`src/rtl/fifo_stream_reader_if.sv`:
```
// FIFO read port plus valid/ready stream for fifo_stream_reader.
// master = the drain engine, slave = FIFO/consumer environment.
interface fifo_stream_reader_if #(
   parameter int unsigned D_WIDTH = 48
);
   logic               i_fifo_empty;
   logic [D_WIDTH-1:0] i_fifo_data;
   logic               o_fifo_rd_en;
   logic               o_m_valid;
   logic               i_m_ready;
   logic [D_WIDTH-1:0] o_m_data;
   logic               o_m_last;

   modport master (
      input  i_fifo_empty, i_fifo_data, i_m_ready,
      output o_fifo_rd_en, o_m_valid, o_m_data, o_m_last
   );

   modport slave (
      output i_fifo_empty, i_fifo_data, i_m_ready,
      input  o_fifo_rd_en, o_m_valid, o_m_data, o_m_last
   );
endinterface

```
`src/rtl/fifo_stream_reader.sv`:
```
// Drains a 1-cycle-latency FIFO read port into a valid/ready stream via a 3-entry skid buffer.
// Define FIFO_RD_LAST_EN to build the PKT_LEN beat counter driving o_m_last.
module fifo_stream_reader #(
   parameter int unsigned D_WIDTH = 48,
   parameter int unsigned PKT_LEN = 16
) (
   input  logic                 i_clk,
   input  logic                 i_rst_n,
   fifo_stream_reader_if.master bus,
   output logic [1:0]           o_buf_cnt
);
   localparam int unsigned DEPTH = 3;
   localparam int unsigned IDX_W = 2;
   localparam int unsigned CNT_W = 3;

   if (PKT_LEN < 2 || PKT_LEN > 65535) begin : g_bad_pkt_len
      $error("fifo_stream_reader: PKT_LEN must be within 2..65535");
   end

   logic [D_WIDTH-1:0] buf_q [0:DEPTH-1];
   logic [IDX_W-1:0]   wr_idx;
   logic [IDX_W-1:0]   rd_idx;
   logic [1:0]         buf_cnt;
   logic               inflight;
   logic [CNT_W-1:0]   occ_c;
   logic               pop_c;
   logic               xfer_c;

   function automatic logic [IDX_W-1:0] idx_inc(input logic [IDX_W-1:0] idx);
      return (idx == IDX_W'(DEPTH - 1)) ? '0 : idx + IDX_W'(1);
   endfunction

   // Pop decision uses only registered occupancy, so i_m_ready never reaches o_fifo_rd_en.
   always_comb begin
      occ_c  = CNT_W'(buf_cnt) + CNT_W'(inflight);
      pop_c  = i_rst_n & ~bus.i_fifo_empty & (occ_c < CNT_W'(DEPTH));
      xfer_c = (buf_cnt != 2'd0) & bus.i_m_ready;
   end

   always_ff @(posedge i_clk or negedge i_rst_n) begin
      if (!i_rst_n) begin
         buf_cnt  <= '0;
         inflight <= 1'b0;
         wr_idx   <= '0;
         rd_idx   <= '0;
      end else begin
         inflight <= pop_c;
         if (inflight) wr_idx <= idx_inc(wr_idx);
         if (xfer_c)   rd_idx <= idx_inc(rd_idx);
         buf_cnt <= 2'(CNT_W'(buf_cnt) + CNT_W'(inflight) - CNT_W'(xfer_c));
      end
   end

   // Storage is reset so o_m_data reads 0 while held in reset.
   always_ff @(posedge i_clk or negedge i_rst_n) begin
      if (!i_rst_n) begin
         for (int i = 0; i < int'(DEPTH); i++) buf_q[i] <= '0;
      end else if (inflight) begin
         buf_q[wr_idx] <= bus.i_fifo_data;
      end
   end

   assign bus.o_fifo_rd_en = pop_c;
   assign bus.o_m_valid    = (buf_cnt != 2'd0);
   assign bus.o_m_data     = buf_q[rd_idx];
   assign o_buf_cnt        = buf_cnt;

`ifdef FIFO_RD_LAST_EN
   logic [15:0] beat_cnt;
   logic        last_c;

   assign last_c = (buf_cnt != 2'd0) & (beat_cnt == 16'(PKT_LEN - 1));

   always_ff @(posedge i_clk or negedge i_rst_n) begin
      if (!i_rst_n) begin
         beat_cnt <= '0;
      end else if (xfer_c) begin
         beat_cnt <= last_c ? 16'd0 : beat_cnt + 16'd1;
      end
   end

   assign bus.o_m_last = last_c;
`else
   assign bus.o_m_last = 1'b0;
`endif

endmodule

```
`src/flat_wrapper.sv`:
```
// flat-port wrapper written by rule: the top's interface ports become plain ports
module fifo_stream_reader_flat 
#(
   parameter int unsigned D_WIDTH = 48,
   parameter int unsigned PKT_LEN = 16
)
  (i_clk, i_rst_n, o_buf_cnt, bus_i_fifo_empty, bus_i_fifo_data, bus_i_m_ready, bus_o_fifo_rd_en, bus_o_m_valid, bus_o_m_data, bus_o_m_last);
  fifo_stream_reader_if #(.D_WIDTH(D_WIDTH)) bus_i ();
  input  logic i_clk;
  input  logic i_rst_n;
  output logic [1:0] o_buf_cnt;
  input wire logic [$bits(bus_i.i_fifo_empty)-1:0] bus_i_fifo_empty;
  input wire logic [$bits(bus_i.i_fifo_data)-1:0] bus_i_fifo_data;
  input wire logic [$bits(bus_i.i_m_ready)-1:0] bus_i_m_ready;
  output wire logic [$bits(bus_i.o_fifo_rd_en)-1:0] bus_o_fifo_rd_en;
  output wire logic [$bits(bus_i.o_m_valid)-1:0] bus_o_m_valid;
  output wire logic [$bits(bus_i.o_m_data)-1:0] bus_o_m_data;
  output wire logic [$bits(bus_i.o_m_last)-1:0] bus_o_m_last;
  assign bus_i.i_fifo_empty = bus_i_fifo_empty;
  assign bus_i.i_fifo_data = bus_i_fifo_data;
  assign bus_i.i_m_ready = bus_i_m_ready;
  assign bus_o_fifo_rd_en = bus_i.o_fifo_rd_en;
  assign bus_o_m_valid = bus_i.o_m_valid;
  assign bus_o_m_data = bus_i.o_m_data;
  assign bus_o_m_last = bus_i.o_m_last;
  fifo_stream_reader #(.D_WIDTH(D_WIDTH), .PKT_LEN(PKT_LEN)) u_core (.i_clk(i_clk), .i_rst_n(i_rst_n), .bus(bus_i), .o_buf_cnt(o_buf_cnt));
endmodule
```
`config.mk`:
```
export PLATFORM = sky130hd
export DESIGN_NAME = fifo_stream_reader_flat
export DESIGN_NICKNAME = d
export VERILOG_FILES = /design/src/rtl/fifo_stream_reader_if.sv /design/src/rtl/fifo_stream_reader.sv /design/src/flat_wrapper.sv
export SDC_FILE = /design/constraint.sdc
export NUM_CORES = 1
export LEC_CHECK = 0
export ABC_AREA = 1
export ABC_CLOCK_PERIOD_IN_PS = 1810
export CAP_MARGIN = 15
export CORE_MARGIN = 5
export CORE_UTILIZATION = 50
export DETAILED_ROUTE_END_ITERATION = 8
export DONT_BUFFER_PORTS = 1
export GPL_TIMING_DRIVEN = 0
export PLACE_DENSITY = 0.7
export REMOVE_ABC_BUFFERS = 1
export SLEW_MARGIN = 20
export SYNTH_ARGS = -nofsm -noshare
export SYNTH_HDL_FRONTEND = slang
export SYNTH_SLANG_ARGS = --single-unit
```
`constraint.sdc`:
```
create_clock -name i_clk -period 1.81 [get_ports i_clk]
set_clock_uncertainty 0.15 [all_clocks]
set_input_delay 0.362 -clock i_clk [delete_from_list [all_inputs] [get_ports i_clk]]
set_output_delay 0.362 -clock i_clk [all_outputs]
set_load 0.01 [all_outputs]
```
* Yosys cells after proc, flatten, opt, wreduce, memory -nomap -nowiden
Cells that the tools add are included.
W data, S select, Z words.
** Storage, ports and cells
- Output and inout bits :: 53
- Memories :: 0
- Flip-flop bits (word level) :: 151
- Memory bits (read-only) :: 0
- Bits in latches :: 0
- Bits in writable memories :: 0
- Logic and storage cells :: 33
** Operators by class
- Bitwise logic cells :: 6
- Reduce and logical (&&, ||, !) cells :: 2
- Shift operators :: 0
- Div/mod/pow operators :: 0
- Equal/unequal tests :: 2
- Order comparisons :: 4
- Muxes and demuxes :: 8
- Multipliers :: 0
- Add/subtract/negate cells :: 4
** Operators by type and width (count)
- $bwmux W144 :: 1
- $mux W48 :: 3
- $bmux W48 S2 :: 1
- $demux W48 S2 :: 1
- $ge A3 B3 Y1 const B :: 2
- $not A2 Y3 :: 2
- $add A2 B1 Y2 const B :: 2
- $eq A2 B2 Y1 const B :: 2
- $mux W2 :: 2
- $add A2 B1 Y3 :: 1
- $and A1 B1 Y1 :: 3
- $lt A3 B1 Y1 const B :: 1
- $lt A3 B2 Y1 const B :: 1
- $reduce_bool A2 Y1 :: 1
- $sub A2 B1 Y2 :: 1
- $logic_and A1 B1 Y1 :: 1
- $not A1 Y1 :: 1

* Depth between registers and ports, before layout
- Depth in word-level cells :: 6
- Depth in mapped cells :: 7
- Gate-level depth less buffers :: 6

* Least setup slack after synthesis
Ideal clock, no wire load.
- Path type :: reg2out
- From :: register u_core.buf_cnt[0] (netlist: u_core.o_buf_cnt[0])
- To :: output bus_o_fifo_rd_en
- Path buffers :: 0
- Arrival :: 1217 ps
- Cell stages (with the launch flop) :: 6
- Path slack :: 81 ps
- Path through :: dfrtp_1 > ha_1 > ha_1 > nand2_1 > nand3b_1 > nor2_1
** On the way
- Longest elaborated chain between the ends :: 3
** Ends and longest elaborated chain
- start: declaration :: line fifo_stream_reader.sv:23 : logic [1:0] buf_cnt;
- start signal: assignment :: line fifo_stream_reader.sv:50 : buf_cnt <= 2'(CNT_W'(buf_cnt) + CNT_W'(inflight) - CNT_W'(xfer_c));
- $add A2 B1 Y3
- $lt A3 B2 Y1 :: line fifo_stream_reader.sv:36 : pop_c = i_rst_n & ~bus.i_fifo_empty & (occ_c < CNT_W'(DEPTH));
- $and A1 B1 Y1 :: line fifo_stream_reader.sv:36
- end: declaration :: line flat_wrapper.sv:15 : output wire logic [$bits(bus_i.o_fifo_rd_en)-1:0] bus_o_fifo_rd_en;
Every way passes these cells.

* Worst setup path in the final report
- From :: register u_core.rd_idx[1]
- To :: output bus_o_m_data[1]
** On the way
- Longest elaborated chain between the ends :: 4
** Ends and longest elaborated chain
- start: declaration :: line fifo_stream_reader.sv:22 : logic [IDX_W-1:0] rd_idx;
- start signal: assignment :: line fifo_stream_reader.sv:49 : if (xfer_c) rd_idx <= idx_inc(rd_idx);
- $not A2 Y3 (not written as such) :: line fifo_stream_reader.sv:65 : assign bus.o_m_data = buf_q[rd_idx];
- $bmux W48 S2 :: line fifo_stream_reader.sv:65
- $mux W48 (not written as such) (2 in a row) :: line fifo_stream_reader.sv:65
- end: declaration :: line flat_wrapper.sv:17 : output wire logic [$bits(bus_i.o_m_data)-1:0] bus_o_m_data;
Every way passes these cells. The select of a mux whose other input is x is not followed.

==> impl_metrics.ini <==
[power]
power_frac_seq_pct = 31.6
irDropWorstVdd_uv = 985
p_sw_w = 0.00952
p_int_w = 0.0114
combinationalPowerShare_pct = 53.2
pwr-share-clk_pct = 15.3
switching_share_pct = 45.6
power_density_mw_per_mm2 = 2000
leakagePower_nw = 5.09

[timing]
drv_slew = 0
layout_setup_ws_ps = -482
setup_viol = 49
finalCriticalPeriod_ps = 2290
hold_viol = 151
period_share_pct = 127
max_freq_mhz = 436
fin_hold_ws_ps = -515
rsz0062_at_grt = yes

[setup_path]
r2r_slack_ps = 70
worstPathRequired_ps = 1300
slowest_stage = dfrtp_4
rr_startpoint = u_core.inflight
cp-start-kind = flop
crit_type = flop to output port
worstReg2RegEnd = u_core.buf_q[44]
cp-end-kind = output port
critPathMostFrequentCell = clkbuf_16
worstRegToRegCells = 5
path_cells = buf_12 > nor2_4 > clkbuf_16 > clkbuf_16 > nand2_4 > nand3_4
critPathMaxStageDelay_ps = 490
crit_fanout = 7
crit_start = u_core.rd_idx[1]
cp.arrival_ps = 1780

[synth]
synth-edff-count = 0
synthArstFlopShare_pct = 100
yosys_warnings = 0
yosys.area.top_type = dfrtp_1
yosysMostFrequentCell = nand2_1
syn_area_mm2 = 0.00717
yosys_most_used_dff = dfrtp_1
netlist_top_cells_area = dfrtp_1 (53%), nand2_1 (18%), nand3_1 (14%), nand4_1 (8.4%), buf_2 (2.3%)
yosysSeqAreaShare_pct = 52.7
yosys-top-cells-count = nand2_1 (344), nand3_1 (196), dfrtp_1 (151)
synth.distinct_cells = 18
syn_avg_cell_area_um2 = 8.02
synth_cells = 894
yosysTopAreaCellShare_pct = 52.7
ys_ff_latch = 151

[status]
status = finished, violations left
violations = hold timing, setup timing

[finish]
nets = 997
drive_above_1_share_pct = 25.3
area_growth_pct = 45.9
fin_util_pct = 74.8
n_antenna_cell = 0

[floorplanning]
num_rows = 43
core_area_mm2 = 0.0140
start_util_pct = 51.3
die_area_mm2 = 0.0168
die_h_um = 130
io_pins = 105
die_x_um = 130

[clock_tree]
cts_tree = built
clk_pin_slew_ps = 60
hold_buffers = 50
cts.sinks = 151
worstSkewPairLatency_ps = 430
cts_buffers = 17
root_buffer = clkbuf_16
clockBufferDepth = 2
cts_max_level = 4

[worst_hold_path]
hold_path.class = primary input to asynchronous set/reset pin

[placement]
portBuffers = 0
dp_hpwl_mm = 10.8
gp_congestion = 0.733

[run]
drv_cap = 0

[detailed_routing]
drt-wirelength-per-cell_um = 23.8
vias = 7210
wirelength_mm = 27.0
firstDrtPassIters = 6
route.detailed.drc = 0
initialDrtViolationCount = 924
ant_nets = 0
vias_per_cell = 6.37

[global_route]
gr-max-usage-layer = met2
grt_use_met1_pct = 39.0
met3_usage_pct = 8.51
antenna_found_initial = 0
met2_usage_pct = 48.3
grt_max_degree = 153
grt_overflow = 0
grt_pass1_vias = 6818
grtUsageTotal_pct = 30.2
grt_pass1_wl_mm = 38.5
[cell type report]
class / count / area [um2]
Clock buffer: 24 / 492
Clock inverter: 5 / 25.0
Fill cell: 953 / 3520
Inverter: 9 / 101
Multi-Input combinational cell: 655 / 4280
Sequential cell: 151 / 3800
Tap cell: 180 / 225
Timing Repair Buffer: 105 / 1500
Timing Repair inverter: 3 / 41.3
[power groups by stage]
stage	clock [W]	combinational [W]	sequential [W]
6_report	0.00319	0.0111	0.00659
3_3_place_gp	0	0.00498	0.00684
5_1_grt	0.00334	0.0118	0.00675
4_1_cts	0.00319	0.00901	0.00621
2_1_floorplan	0	0.00380	0.00630
3_5_place_dp	0	0.00631	0.00640
[how the worst max path moves through the flow]
stage / end / cells after the start / slack, ps
2_1_floorplan: u_core.buf_q[48] / 3 / -2820
3_3_place_gp: u_core.buf_q[67] / 3 / -5600
3_5_place_dp: u_core.buf_q[82] / 4 / -1240
4_1_cts: bus_o_m_data[38] / 7 / -500
5_1_grt: bus_o_m_data[1] / 6 / -530
6_report: bus_o_m_data[1] / 6 / -480
[critical path: cells and delay by family, from the launching register on]
kind,cells,cell delay (ps)
simple gates,3,300
flops,1,490
buf+inv,3,560
[cells by family after synthesis]
logic type,after synthesis,share of synthesized area (%)
xor+xnor,1,0.122
simple gates,641,40.5
flops,151,52.7
compound gates,2,0.140
fa+ha+maj,3,0.523
other cells,1,0.0523
buf+inv,95,5.97
[sequential cells by signal (all words and copies together) (netlist names)]
name,count
u_core.buf_q,144
u_core.wr_idx,2
u_core.inflight,1
u_core.rd_idx,2
u_core.o_buf_cnt,2
[metal layers]
layer  share of wire, %  vias to the layer above
met5                  0                        -
met4                3.8                        0
met3                 11                       98
met2                 48                      440
met1                 37                     3518
li1                   -                     3154
[per-stage QoR]
stage	area, um2	TNS [ps]	total power (W)	cells	setup slack, ps
2_1_floorplan	6780	-458140	0.0101	808	-2820
3_3_place_gp	7000	-955380	0.0118	988	-5600
3_5_place_dp	7340	-175620	0.0127	1000	-1240
4_1_cts	9470	-20120	0.0184	1123	-504
5_1_grt	10500	-22470	0.0219	1132	-533
6_report	10500	-20240	0.0209	1132	-482
[placed cells by master (no fill, tap or decap), drive strengths merged]
cell type,n
nand2,345
nand3,202
dfrtp,151
nand4,96
dlygate4sd3,50
buf,46
clkbuf,30
inv,9
clkinv,8
nor2,4
bufbuf,3
ha,3
o21ai,2
xor2,1
nand3b,1
conb,1
[timing repair]
action	in CTS	in global routing
cloned	15	8
endpoints found under the setup margin	200	131
setup buffers	29	3
resized for setup	117	169
pin swaps	11	26
hold endpoints to repair	298	151
No activity file was read; power rests on OpenSTA's default activity.
==> RTL change, RTL diff (same flow settings) <==
Add a define of `FIFO_RD_LAST_EN`.
--- a/src/rtl/fifo_stream_reader.sv
+++ b/src/rtl/fifo_stream_reader.sv
@@ -1,5 +1,7 @@
 // Drains a 1-cycle-latency FIFO read port into a valid/ready stream via a 3-entry skid buffer.
 // Define FIFO_RD_LAST_EN to build the PKT_LEN beat counter driving o_m_last.
+`define FIFO_RD_LAST_EN
+
 module fifo_stream_reader #(
    parameter int unsigned D_WIDTH = 48,
    parameter int unsigned PKT_LEN = 16
Formal check against the unedited RTL: same outputs for any inputs over 4 cycles, from zero or initial values and one cycle with i_rst_n low; that may be too few to reach the edited logic, so the function may still have changed.
==> RTL change against the unedited design <==
  * Sequential cell count up 16
  * Total power up 6.8%
  * Final cell count up 3.1%
  * Largest cell class unchanged
  * Setup slack better by 0.033 ns
  * Synthesized area up 4.5%
  * Cell area up 7.8%
  * Global-route usage down 4.1 points
  * Synthesized cell count up 0.56%
  * Critical path type unchanged
  * Register-to-register slack better by 0.03 ns
  * Worst hold slack worse by 0.011 ns
  * Non-clock buffer count down 22
  * The flow still finishes with violations (negative hold slack, negative setup slack)
  * Routed wire length down 10%
==> RTL change: results <==
yosys:
  synth_cell_types: 25
  ys.warnings.count: 0
  netlist_top_cells_area: "dfrtp_1, nand2_1, o21ai_0"
  ys_seq_area_frac: 0.557
  synth_common_cells: "nand2_1, dfrtp_1, o21ai_0"
  synthArstFlopShare: 1.00
  synthCells: 899
power:
  peakVddDrop_mv: 1.18
  leakagePower_nw: 5.63
global_route:
  grt_pass1_vias: 6545
  antenna_found_initial: 1
  grt.total_usage: 0.261
  grt_max_degree: 169
  grt_pass1_wl_mm: 35.4
critical_path:
  path_max_fanout: 4
  startpoint: "u_core.o_buf_cnt[0]"
  rr_startpoint: "u_core.wr_idx[0]"
  worstPathArrival_ns: 1.75
  slowest_delay_ns: 0.46
  crit_path_top_delay_cell: "dfrtp_2"
clock_network:
  htreeDepth: 4
  ctsHoldBuffers: 48
  cts_buffers: 17
place:
  dp.final_hpwl_mm: 9.51
  gp_congestion: 0.842
  preCtsSetupSlack_ns: -1.14
  dp.cells: 1035
drt:
  drt-total-wl_mm: 24.3
  routed_via_density: 5.74
  drt-initial-drc-count: 608
  vias: 6693
cells_and_area:
  drive_above_1_share: 0.300
  top_regs: "u_core.buf_q x144, u_core.beat_cnt x16"
  fill_cells: 903
outcome:
  violations: "negative hold slack, negative setup slack"
  outcome: "finished with violations"
timing:
  setup_slack_ns: -0.449
  hold_violations: 168
  timing.hold.ws_ns: -0.526
  final-setup-viol-count: 50
-- RTL change: cell type report --
class                   count  share of cell area
clock inverters            12              0.0105
multi-input cells         605               0.388
well taps                 184              0.0204
clock buffers              20              0.0405
repair buffers             83              0.0978
repair inverters           17              0.0385
diodes                      1            0.000222
flip-flops and latches    167               0.371
inverters                  78              0.0332
-- RTL change: worst paths after layout --
path	depth (start not counted)	end	slack (ns)
worst max-delay path	4	bus_o_fifo_rd_en	-0.45
worst min-delay path	0	u_core.beat_cnt[14]	-0.53
worst max register to register	5	u_core.buf_q[126]	0.10
worst min register to register	2	u_core.buf_q[65]	0.34
max in group asynchronous	0	u_core.buf_q[64]	1.79
min in group i_clk	2	u_core.inflight	-0.02
-- RTL change: routing by layer --
| metal | vias to the layer above | track usage | wire (um) |
|---|---|---|---|
| met5 | - | 0 | 0 |
| met4 | 0 | 0.0814 | 667 |
| met3 | 60 | 0.0702 | 1710 |
| met2 | 268 | 0.442 | 12300 |
| met1 | 3315 | 0.328 | 9590 |
| li1 | 3050 | - | - |
-- RTL change: what timing repair did --
item / 4_1_cts / 5_1_grt
endpoints found under the setup margin: 57 / 100
endpoints found under the hold margin: 309 / 168
pin swaps: 52 / 42
setup buffers: 25 / 2
cloned: 21 / 4
resized for setup: 292 / 161
-- RTL change: worst max-delay path, delay by kind of cell (launching register included) --
family	cells	cell delay (ns)
DFF	1	0.46
adders and majority gates	2	0.32
AOI/OAI and AO/OA	1	0.16
and+or+nand+nor	1	0.38
-- RTL change: where the power goes --
| part | leakage (nW) | internal, W | switching [W] |
|---|---|---|---|
| clock network | 0.274 | 0.00199 | 0.00156 |
| logic | 3.34 | 0.00448 | 0.00691 |
| registers | 2.02 | 0.00553 | 0.00183 |
-- RTL change: kinds of logic after synthesis --
kind of cell               share of synthesized area
adders and majority gates                    0.00668
xor gates and xnor gates                     0.00584
buffers and inverters                         0.0799
DFF                                            0.557
AOI/OAI and AO/OA                              0.103
and+or+nand+nor                                0.247
-- RTL change: through the flow --
| step | setup TNS (ns) | cell area, sq um | util |
|---|---|---|---|
| global route | -18.13 | 11300 | 0.771 |
| detailed placement | -53.91 | 7550 | 0.516 |
| CTS | -16.67 | 10400 | 0.711 |
| floorplan | -44.21 | 7190 | - |
| finish | -15.74 | 11300 | 0.771 |
| global placement | -213.21 | 7420 | 0.507 |
